File: config.mk
export PLATFORM = sky130hd
export DESIGN_NAME = irs_pedestal_scan_ctrl
export DESIGN_NICKNAME = d
export VERILOG_FILES = /design/src/rtl/irs_ped_scan_pkg.sv /design/src/rtl/irs_ped_timer.sv /design/src/rtl/irs_pedestal_scan_ctrl.sv
export SDC_FILE = /design/constraint.sdc
export NUM_CORES = 1
export LEC_CHECK = 0
export CAP_MARGIN = 0
export CORE_MARGIN = 2
export CORE_UTILIZATION = 32
export CTS_CLUSTER_SIZE = 25
export DETAILED_ROUTE_END_ITERATION = 8
export SYNTH_ARGS = -nofsm -noshare
export SYNTH_HDL_FRONTEND = slang
export SYNTH_HIERARCHICAL = 1
export SYNTH_SLANG_ARGS = --single-unit
File: constraint.sdc
create_clock -name clk_i -period 9.4 [get_ports clk_i]
set_clock_uncertainty 0.2 [all_clocks]
set_input_delay 1.88 -clock clk_i [delete_from_list [all_inputs] [get_ports clk_i]]
set_output_delay 1.88 -clock clk_i [all_outputs]
set_load 0.01 [all_outputs]
File: src/rtl/irs_ped_scan_pkg.sv
// Shared constants for the IRS pedestal scan sequencer: state encoding and field widths.
package irs_ped_scan_pkg;

    localparam int PED_ADDR_BITS = 9;
    localparam int TRIG_IDX_BITS = 8;
    localparam int TIMER_BITS    = 16;

    localparam logic [2:0] ST_IDLE   = 3'd0;
    localparam logic [2:0] ST_LOAD   = 3'd1;
    localparam logic [2:0] ST_SAMPLE = 3'd2;
    localparam logic [2:0] ST_SETTLE = 3'd3;
    localparam logic [2:0] ST_TRIG   = 3'd4;
    localparam logic [2:0] ST_WAIT   = 3'd5;
    localparam logic [2:0] ST_NEXT   = 3'd6;
    localparam logic [2:0] ST_FINISH = 3'd7;

endpackage

File: src/rtl/irs_ped_timer.sv
// Loadable down counter shared by the settle delay and the readout timeout.
// Holds at zero; load has priority over decrement.
module irs_ped_timer
    import irs_ped_scan_pkg::*;
(
    input  logic                  clk_i,
    input  logic                  rst_i,
    input  logic                  load_i,
    input  logic [TIMER_BITS-1:0] val_i,
    input  logic                  en_i,
    output logic                  zero_o,
    output logic [TIMER_BITS-1:0] cnt_o
);

    logic [TIMER_BITS-1:0] cnt_q;
    logic [TIMER_BITS-1:0] cnt_d;

    always_comb begin
        cnt_d = cnt_q;
        if (load_i) begin
            cnt_d = val_i;
        end else if (en_i && (cnt_q != '0)) begin
            cnt_d = cnt_q - TIMER_BITS'(1);
        end
    end

    always_ff @(posedge clk_i) begin
        if (rst_i) begin
            cnt_q <= '0;
        end else begin
            cnt_q <= cnt_d;
        end
    end

    assign zero_o = (cnt_q == '0);
    assign cnt_o  = cnt_q;

endmodule

File: src/rtl/irs_pedestal_scan_ctrl.sv
// IRS pedestal scan sequencer: walks the pedestal address over a latched range, sampling
// once per address and issuing a programmable number of software triggers per address.
module irs_pedestal_scan_ctrl
    import irs_ped_scan_pkg::*;
#(
    parameter logic [15:0] TIMEOUT_CYCLES = 16'd50000,
    parameter logic        INFO_TAG       = 1'b1
) (
    input  logic                     clk_i,
    input  logic                     rst_i,
    input  logic                     start_i,
    input  logic                     abort_i,
    input  logic [PED_ADDR_BITS-1:0] first_addr_i,
    input  logic [PED_ADDR_BITS-1:0] last_addr_i,
    input  logic [TRIG_IDX_BITS-1:0] trigs_i,
    input  logic [7:0]               settle_i,
    input  logic                     readout_done_i,
    output logic                     ped_mode_o,
    output logic [PED_ADDR_BITS-1:0] ped_addr_o,
    output logic                     ped_sample_o,
    output logic                     soft_trig_o,
    output logic [7:0]               soft_trig_info_o,
    output logic                     busy_o,
    output logic                     done_o,
    output logic                     error_o,
    output logic [2:0]               dbg_state_o
);

    // Control flags (start, abort, readout_done, sample, trigger, done) are single-cycle
    // pulses with no back-pressure; each strobe output is registered on entry to its state.
    logic [2:0]               state_q, state_d;
    logic [PED_ADDR_BITS-1:0] first_q, first_d;
    logic [PED_ADDR_BITS-1:0] last_q, last_d;
    logic [TRIG_IDX_BITS-1:0] trigs_q, trigs_d;
    logic [7:0]               settle_q, settle_d;
    logic [PED_ADDR_BITS-1:0] addr_q, addr_d;
    logic [TRIG_IDX_BITS-1:0] trig_idx_q, trig_idx_d;
    logic                     mode_q, mode_d;
    logic                     sample_q, sample_d;
    logic                     trig_q, trig_d;
    logic [7:0]               info_q, info_d;
    logic                     busy_q, busy_d;
    logic                     done_q, done_d;
    logic                     error_q, error_d;

    logic                     tmr_load;
    logic [TIMER_BITS-1:0]    tmr_val;
    logic                     tmr_en;
    logic                     tmr_zero;
    logic [TIMER_BITS-1:0]    tmr_cnt;
    logic [TRIG_IDX_BITS:0]   trigs_eff;
    logic [TRIG_IDX_BITS:0]   trig_next;

    irs_ped_timer u_timer (
        .clk_i  (clk_i),
        .rst_i  (rst_i),
        .load_i (tmr_load),
        .val_i  (tmr_val),
        .en_i   (tmr_en),
        .zero_o (tmr_zero),
        .cnt_o  (tmr_cnt)
    );

    // A programmed trigger count of zero still fires once per address.
    assign trigs_eff = (trigs_q == '0) ? 9'd1 : {1'b0, trigs_q};
    assign trig_next = {1'b0, trig_idx_q} + 9'd1;

    always_comb begin
        state_d    = state_q;
        first_d    = first_q;
        last_d     = last_q;
        trigs_d    = trigs_q;
        settle_d   = settle_q;
        addr_d     = addr_q;
        trig_idx_d = trig_idx_q;
        mode_d     = mode_q;
        sample_d   = 1'b0;
        trig_d     = 1'b0;
        info_d     = info_q;
        done_d     = 1'b0;
        error_d    = error_q;
        tmr_load   = 1'b0;
        tmr_val    = {8'd0, settle_q};
        tmr_en     = 1'b0;

        if ((state_q != ST_IDLE) && abort_i) begin
            state_d = ST_IDLE;
            mode_d  = 1'b0;
        end else begin
            case (state_q)
                ST_IDLE: begin
                    if (start_i) begin
                        first_d  = first_addr_i;
                        last_d   = last_addr_i;
                        trigs_d  = trigs_i;
                        settle_d = settle_i;
                        error_d  = 1'b0;
                        state_d  = ST_LOAD;
                    end
                end
                ST_LOAD: begin
                    addr_d     = first_q;
                    trig_idx_d = '0;
                    mode_d     = 1'b1;
                    sample_d   = 1'b1;
                    state_d    = ST_SAMPLE;
                end
                ST_SAMPLE: begin
                    tmr_load = 1'b1;
                    state_d  = ST_SETTLE;
                end
                ST_SETTLE: begin
                    if (tmr_zero) begin
                        trig_d  = 1'b1;
                        info_d  = {INFO_TAG, trig_idx_q[6:0]};
                        state_d = ST_TRIG;
                    end else begin
                        tmr_en = 1'b1;
                    end
                end
                ST_TRIG: begin
                    tmr_load = 1'b1;
                    tmr_val  = TIMEOUT_CYCLES - 16'd1;
                    state_d  = ST_WAIT;
                end
                ST_WAIT: begin
                    // Expiry is the cycle whose decrement would reach zero, so the error
                    // flag surfaces TIMEOUT_CYCLES cycles after the trigger strobe.
                    if (readout_done_i) begin
                        state_d = ST_NEXT;
                    end else if (tmr_cnt <= 16'd1) begin
                        error_d = 1'b1;
                        mode_d  = 1'b0;
                        state_d = ST_IDLE;
                    end else begin
                        tmr_en = 1'b1;
                    end
                end
                ST_NEXT: begin
                    if (trig_next < trigs_eff) begin
                        trig_idx_d = trig_idx_q + 8'd1;
                        tmr_load   = 1'b1;
                        state_d    = ST_SETTLE;
                    end else if (addr_q == last_q) begin
                        done_d  = 1'b1;
                        state_d = ST_FINISH;
                    end else begin
                        addr_d     = addr_q + 9'd1;
                        trig_idx_d = '0;
                        sample_d   = 1'b1;
                        state_d    = ST_SAMPLE;
                    end
                end
                ST_FINISH: begin
                    mode_d  = 1'b0;
                    state_d = ST_IDLE;
                end
                default: begin
                    mode_d  = 1'b0;
                    state_d = ST_IDLE;
                end
            endcase
        end

        busy_d = (state_d != ST_IDLE);
    end

    always_ff @(posedge clk_i) begin
        if (rst_i) begin
            state_q    <= ST_IDLE;
            first_q    <= '0;
            last_q     <= '0;
            trigs_q    <= '0;
            settle_q   <= '0;
            addr_q     <= '0;
            trig_idx_q <= '0;
            mode_q     <= 1'b0;
            sample_q   <= 1'b0;
            trig_q     <= 1'b0;
            info_q     <= '0;
            busy_q     <= 1'b0;
            done_q     <= 1'b0;
            error_q    <= 1'b0;
        end else begin
            state_q    <= state_d;
            first_q    <= first_d;
            last_q     <= last_d;
            trigs_q    <= trigs_d;
            settle_q   <= settle_d;
            addr_q     <= addr_d;
            trig_idx_q <= trig_idx_d;
            mode_q     <= mode_d;
            sample_q   <= sample_d;
            trig_q     <= trig_d;
            info_q     <= info_d;
            busy_q     <= busy_d;
            done_q     <= done_d;
            error_q    <= error_d;
        end
    end

    assign ped_mode_o       = mode_q;
    assign ped_addr_o       = addr_q;
    assign ped_sample_o     = sample_q;
    assign soft_trig_o      = trig_q;
    assign soft_trig_info_o = info_q;
    assign busy_o           = busy_q;
    assign done_o           = done_q;
    assign error_o          = error_q;
    assign dbg_state_o      = state_q;

endmodule

Word-level counts from Yosys, hierarchy flattened --
Index checks and enable logic that the tools add are counted.
Word-level totals: flip-flop bits (word level) 84, input bits 39, logic and storage cells 99
Cells by class: $add $sub $neg 4, magnitude comparators 2, eq/ne operators 14, mux-type cells 39, bitwise operators 3, reductions and logical operators 22
Operators by type and width (number):
- 16-bit two-way mux | 4
- 8-bit two-way mux | 3
- 3-bit one-hot mux with 8 select lines | 1
- 3-bit two-way mux | 7
- 9-bit two-way mux | 2
- 9-bit one-hot mux with 2 select lines | 1
- 16-bit by 1-bit <= comparator with 1-bit output, second input constant | 1
- 16-bit logical NOT | 1
- 8-bit one-hot mux with 2 select lines | 1
- 16-bit nonzero test | 1
- 16-bit by 1-bit subtractor with 16-bit output, second input constant | 1
- 1-bit two-way mux | 15
- 3-bit equality test, second input constant | 4
- 3-bit AND reduction | 4
- 2-bit != test, second input constant | 5
- 8-bit by 1-bit adder with 9-bit output, second input constant | 1
- 9-bit by 1-bit adder with 9-bit output, second input constant | 1
- 9-bit equality test | 1
- 9-bit by 8-bit less-than comparator with 1-bit output | 1
- 3-bit nonzero test | 3
- 8-bit by 1-bit adder with 8-bit output, second input constant | 1
- 8-bit logical NOT | 1
- 1-bit one-hot mux with 2 select lines | 4
- 3-bit by 2-bit equality test with 1-bit output, second input constant | 2
- 12 further kinds | 18

Logic depth before layout (Yosys ltp) --
depth in word-level cells 8, depth in mapped cells 15, mapped depth without buffers 14

By module --
The synthesis kept the hierarchy.
By module, submodules not included:
- irs_pedestal_scan_ctrl | times used 1, cells an instance 436, area each 3408.3 um^2
- irs_ped_timer | times used 1, cells an instance 114, area each 944.7 um^2

Least setup slack after synthesis --
OpenSTA, ideal clock, no wires.
kind input to register, start point input port abort_i, end point register u_timer.cnt_q[11], in the netlist u_timer/cnt_o[11], arrival time 3.527 ns, data required time 9.067 ns, setup slack 5.540 ns, stages 6, path through nor2b_1 > nor4_1 > clkinv_1 > clkbuf_8 > o21bai_1 > a21oi_1
Between the ends: elaborated cells on any way between the ends 7
RTL lines:
- start: declaration | RTL line irs_pedestal_scan_ctrl.sv:12 | input logic abort_i,
- 1-bit logical AND (*) | RTL line irs_pedestal_scan_ctrl.sv:86 | if ((state_q != ST_IDLE) && abort_i) begin
- 1-bit two-way mux (*) | RTL line irs_pedestal_scan_ctrl.sv:86
- named net tmr_load | RTL line irs_pedestal_scan_ctrl.sv:46 | logic tmr_load;
- 16-bit two-way mux / 2-bit nonzero test (equally long branches)
- end signal: assignment | RTL line irs_ped_timer.sv:31 | cnt_q <= cnt_d;
- end: declaration | RTL line irs_ped_timer.sv:15 | logic [TIMER_BITS-1:0] cnt_q;
The timed path passes the listed nets; every way through them passes the cells marked *. A chain may end at the register's enable or synchronous reset.

Worst setup path in the final report --
start point input port abort_i, end point register u_timer.cnt_q[0], in the netlist u_timer/cnt_o[0]
Same word-level chain as after synthesis.

==> impl_metrics.json <==
{
  "final_antenna_net_count": 0,
  "core_area_mm2": 0.0132,
  "max-slew-margin-rel_pct": 36.9,
  "clk_pin_slew_worst_paths_ns": 0.06,
  "drv_cap": 0,
  "clk_latency_ns": 0.35,
  "io_pins": 65,
  "avgSynthCellArea_um2": 7.91,
  "routed_wl_um": 11200,
  "cts_resized": 0,
  "portBuffers": 64,
  "hold_viol": 0,
  "synth_ff_type": "dfxtp_1",
  "grt.overflow.total": 0,
  "clkPwrFrac_pct": 41.1,
  "cts_tree": "done",
  "post_cts_buffers": 0,
  "critPathSlowestCell": "clkinv_1",
  "h-tree-depth": 3,
  "vias": 3991,
  "synth.top_cell.area_share_pct": 38.6,
  "first_global_vias": 3757,
  "synth_cells": 550,
  "synth_commonest_cells": "nand2_1, dfxtp_1, a21oi_1",
  "numCtsBuffers": 9,
  "synth_most_common_cell": "nand2_1",
  "wl_per_cell_um": 14.3,
  "end_kind": "register",
  "fin_area_mm2": 0.00535,
  "fin_crit_sh_pct": 53.8,
  "worstPathRequired_ns": 9.39,
  "fmax_mhz": 198,
  "antenna_found_initial": 0,
  "gp_congestion": 0.832,
  "dp_slack_ns": 4.03,
  "initial_core_util_pct": 32.9,
  "crit_arrival_ns": 5.05,
  "p_per_area_mw_per_mm2": 147,
  "status": "finished, final reports clean",
  "comb_power_share_pct": 10.7,
  "n_antenna_cell": 0,
  "crit_chain": "clkdlybuf4s50_1, nor2b_1, nor4_1, clkinv_1, nor2_1, a211oi_1",
  "viasPerCell": 5.12,
  "finalCoreUtilization_pct": 40.4,
  "tightest_slew_ns": 0.937,
  "switching_power_uw": 192,
  "drv_slew": 0,
  "cts_buffer_depth": 2,
  "rsz0062_at_grt": "no",
  "synth_top_cell_by_area": "dfxtp_1",
  "netSwitchingFraction_pct": 24.5,
  "grt_max_degree": 76,
  "layout.nets": 648,
  "fin_tns_setup_ns": 0,
  "placed_area_mm2": 0.00508,
  "max_stage_delay_ns": 0.88,
  "cp-start-kind": "input port",
  "drc": 0,
  "synth-async-reset-ratio_pct": 0,
  "grt_usage_pct": 15.9,
  "syn_to_final_growth_pct": 22.9,
  "drt_iter0_drc": 214,
  "die-area_mm2": 0.0146,
  "vdd_ir_drop_max_v": 0.0000908,
  "setup_viol_count_final": 0,
  "clockRootBuffer": "clkbuf_16",
  "ys_seq_area_share_pct": 38.6,
  "hold_path.class": "reg2reg",
  "synth.distinct_cells": 64,
  "rrSetupSlack_ns": 4.70,
  "syn_area_mm2": 0.00435,
  "grt_pass1_wl_um": 18300,
  "fin_ws_ns": 4.34,
  "cts_hold_repair.buffers": 0,
  "drive_above_1_share_pct": 6.95,
  "dp_hpwl_um": 7830,
  "rows": 42,
  "dr.pass1.iters": 5,
  "p_leak_uw": 0.00192,
  "yosysWarnings": 6,
  "whs_ns": 0.249,
  "yosys-top-cells-area": "dfxtp_1, nand2_1, a21oi_1, nor2_1, ha_1",
  "die_w_um": 121,
  "internal_power_uw": 592,
  "path_class": "in2reg",
  "p_seq_share_pct": 48.2,
  "die_h_um": 121,
  "ys_ff_latch": 84,
  "synth_edf_count": 0,
  "crit_fanout": 27,
  "clock_sinks": 84,
  "period_minus_slack_ns": 5.06
}
[worst max-delay path: cells and delay by family]
kind	cells	cell delay, ns
buffers and inverters	2	1.60
AO/OA/AOI/OAI	1	0.08
AND/OR/NAND/NOR	3	1.49
[power by group through the flow]
stage	registers (µW)	clock network (µW)	logic (µW)
2_1_floorplan	383	0	52.4
5_1_grt	380	349	94.4
3_5_place_dp	386	0	84.5
3_3_place_gp	386	0	83.4
6_report	378	322	84.3
4_1_cts	378	333	85.0
[cell families (layout without fill, tap and decap cells)]
logic type	count (synthesis)	after routing	share of synthesized area [%]
AO/OA/AOI/OAI	118	118	17.2
adder cells (fa/ha/maj)	10	10	2.87
XOR/XNOR	23	23	4.63
flip-flops	84	84	38.6
other	1	4	0.0861
AND/OR/NAND/NOR	259	259	29.3
multiplexers	11	11	2.53
buffers and inverters	44	95	4.69
[path summary, 6_finish.rpt]
check                                    from          endpoint  depth (start not counted)
worst min-delay path              settle_q[1]       settle_q[1]                          2
worst min register to register    settle_q[1]       settle_q[1]                          2
worst max register to register  trig_idx_q[0]  u_timer/cnt_o[0]                         14
worst max-delay path                  abort_i  u_timer/cnt_o[0]                          6
[through the flow]
stage,instances,power (µW)
floorplan,553,436
global placement,764,469
detailed placement,764,470
CTS,780,796
global route,780,823
finish,780,785
[cell usage in the layout, fill, tap and decap left out, types with 9 or more instances in the layout]
cell type and count:
nand2_1 105, dfxtp_1 84, clkdlybuf4s50_1 63, a21oi_1 55, nor2_1 49, nor3_1 25
o21ai_0 16, nand3_1 13, xnor2_1 12, nor4_1 12, inv_1 11, xor2_1 11
a211oi_1 11, mux2i_1 11, ha_1 10, clkbuf_16 9
[area by class of cell]
| class | instances | area [µm²] |
|---|---|---|
| clock inverter | 2 | 10.0 |
| timing repair buffer | 67 | 658 |
| fill | 1383 | 7900 |
| sequential | 84 | 1680 |
| multi-input combinational | 425 | 2480 |
| clock buffer | 14 | 254 |
| tap | 176 | 220 |
| inverter | 12 | 45.0 |
[metal layers]
metal,vias up,track usage [%],part of all wire (%)
met5,-,0,0
met2,99,25.7,46
met3,14,4.67,5.9
li1,2018,-,-
met4,0,5.67,1.6
met1,1860,20.2,47
[sequential cells by signal (all words and copies together) (netlist names)]
signal,flops
first_q,9
done_o,1
soft_trig_o,1
u_timer/cnt_o,16
error_o,1
ped_addr_o,9
trig_idx_q,8
settle_q,8
soft_trig_info_o,8
ped_sample_o,1
busy_o,1
trigs_q,8
dbg_state_o,3
last_q,9
ped_mode_o,1
Note: power is estimated with default switching activity, not from simulation.
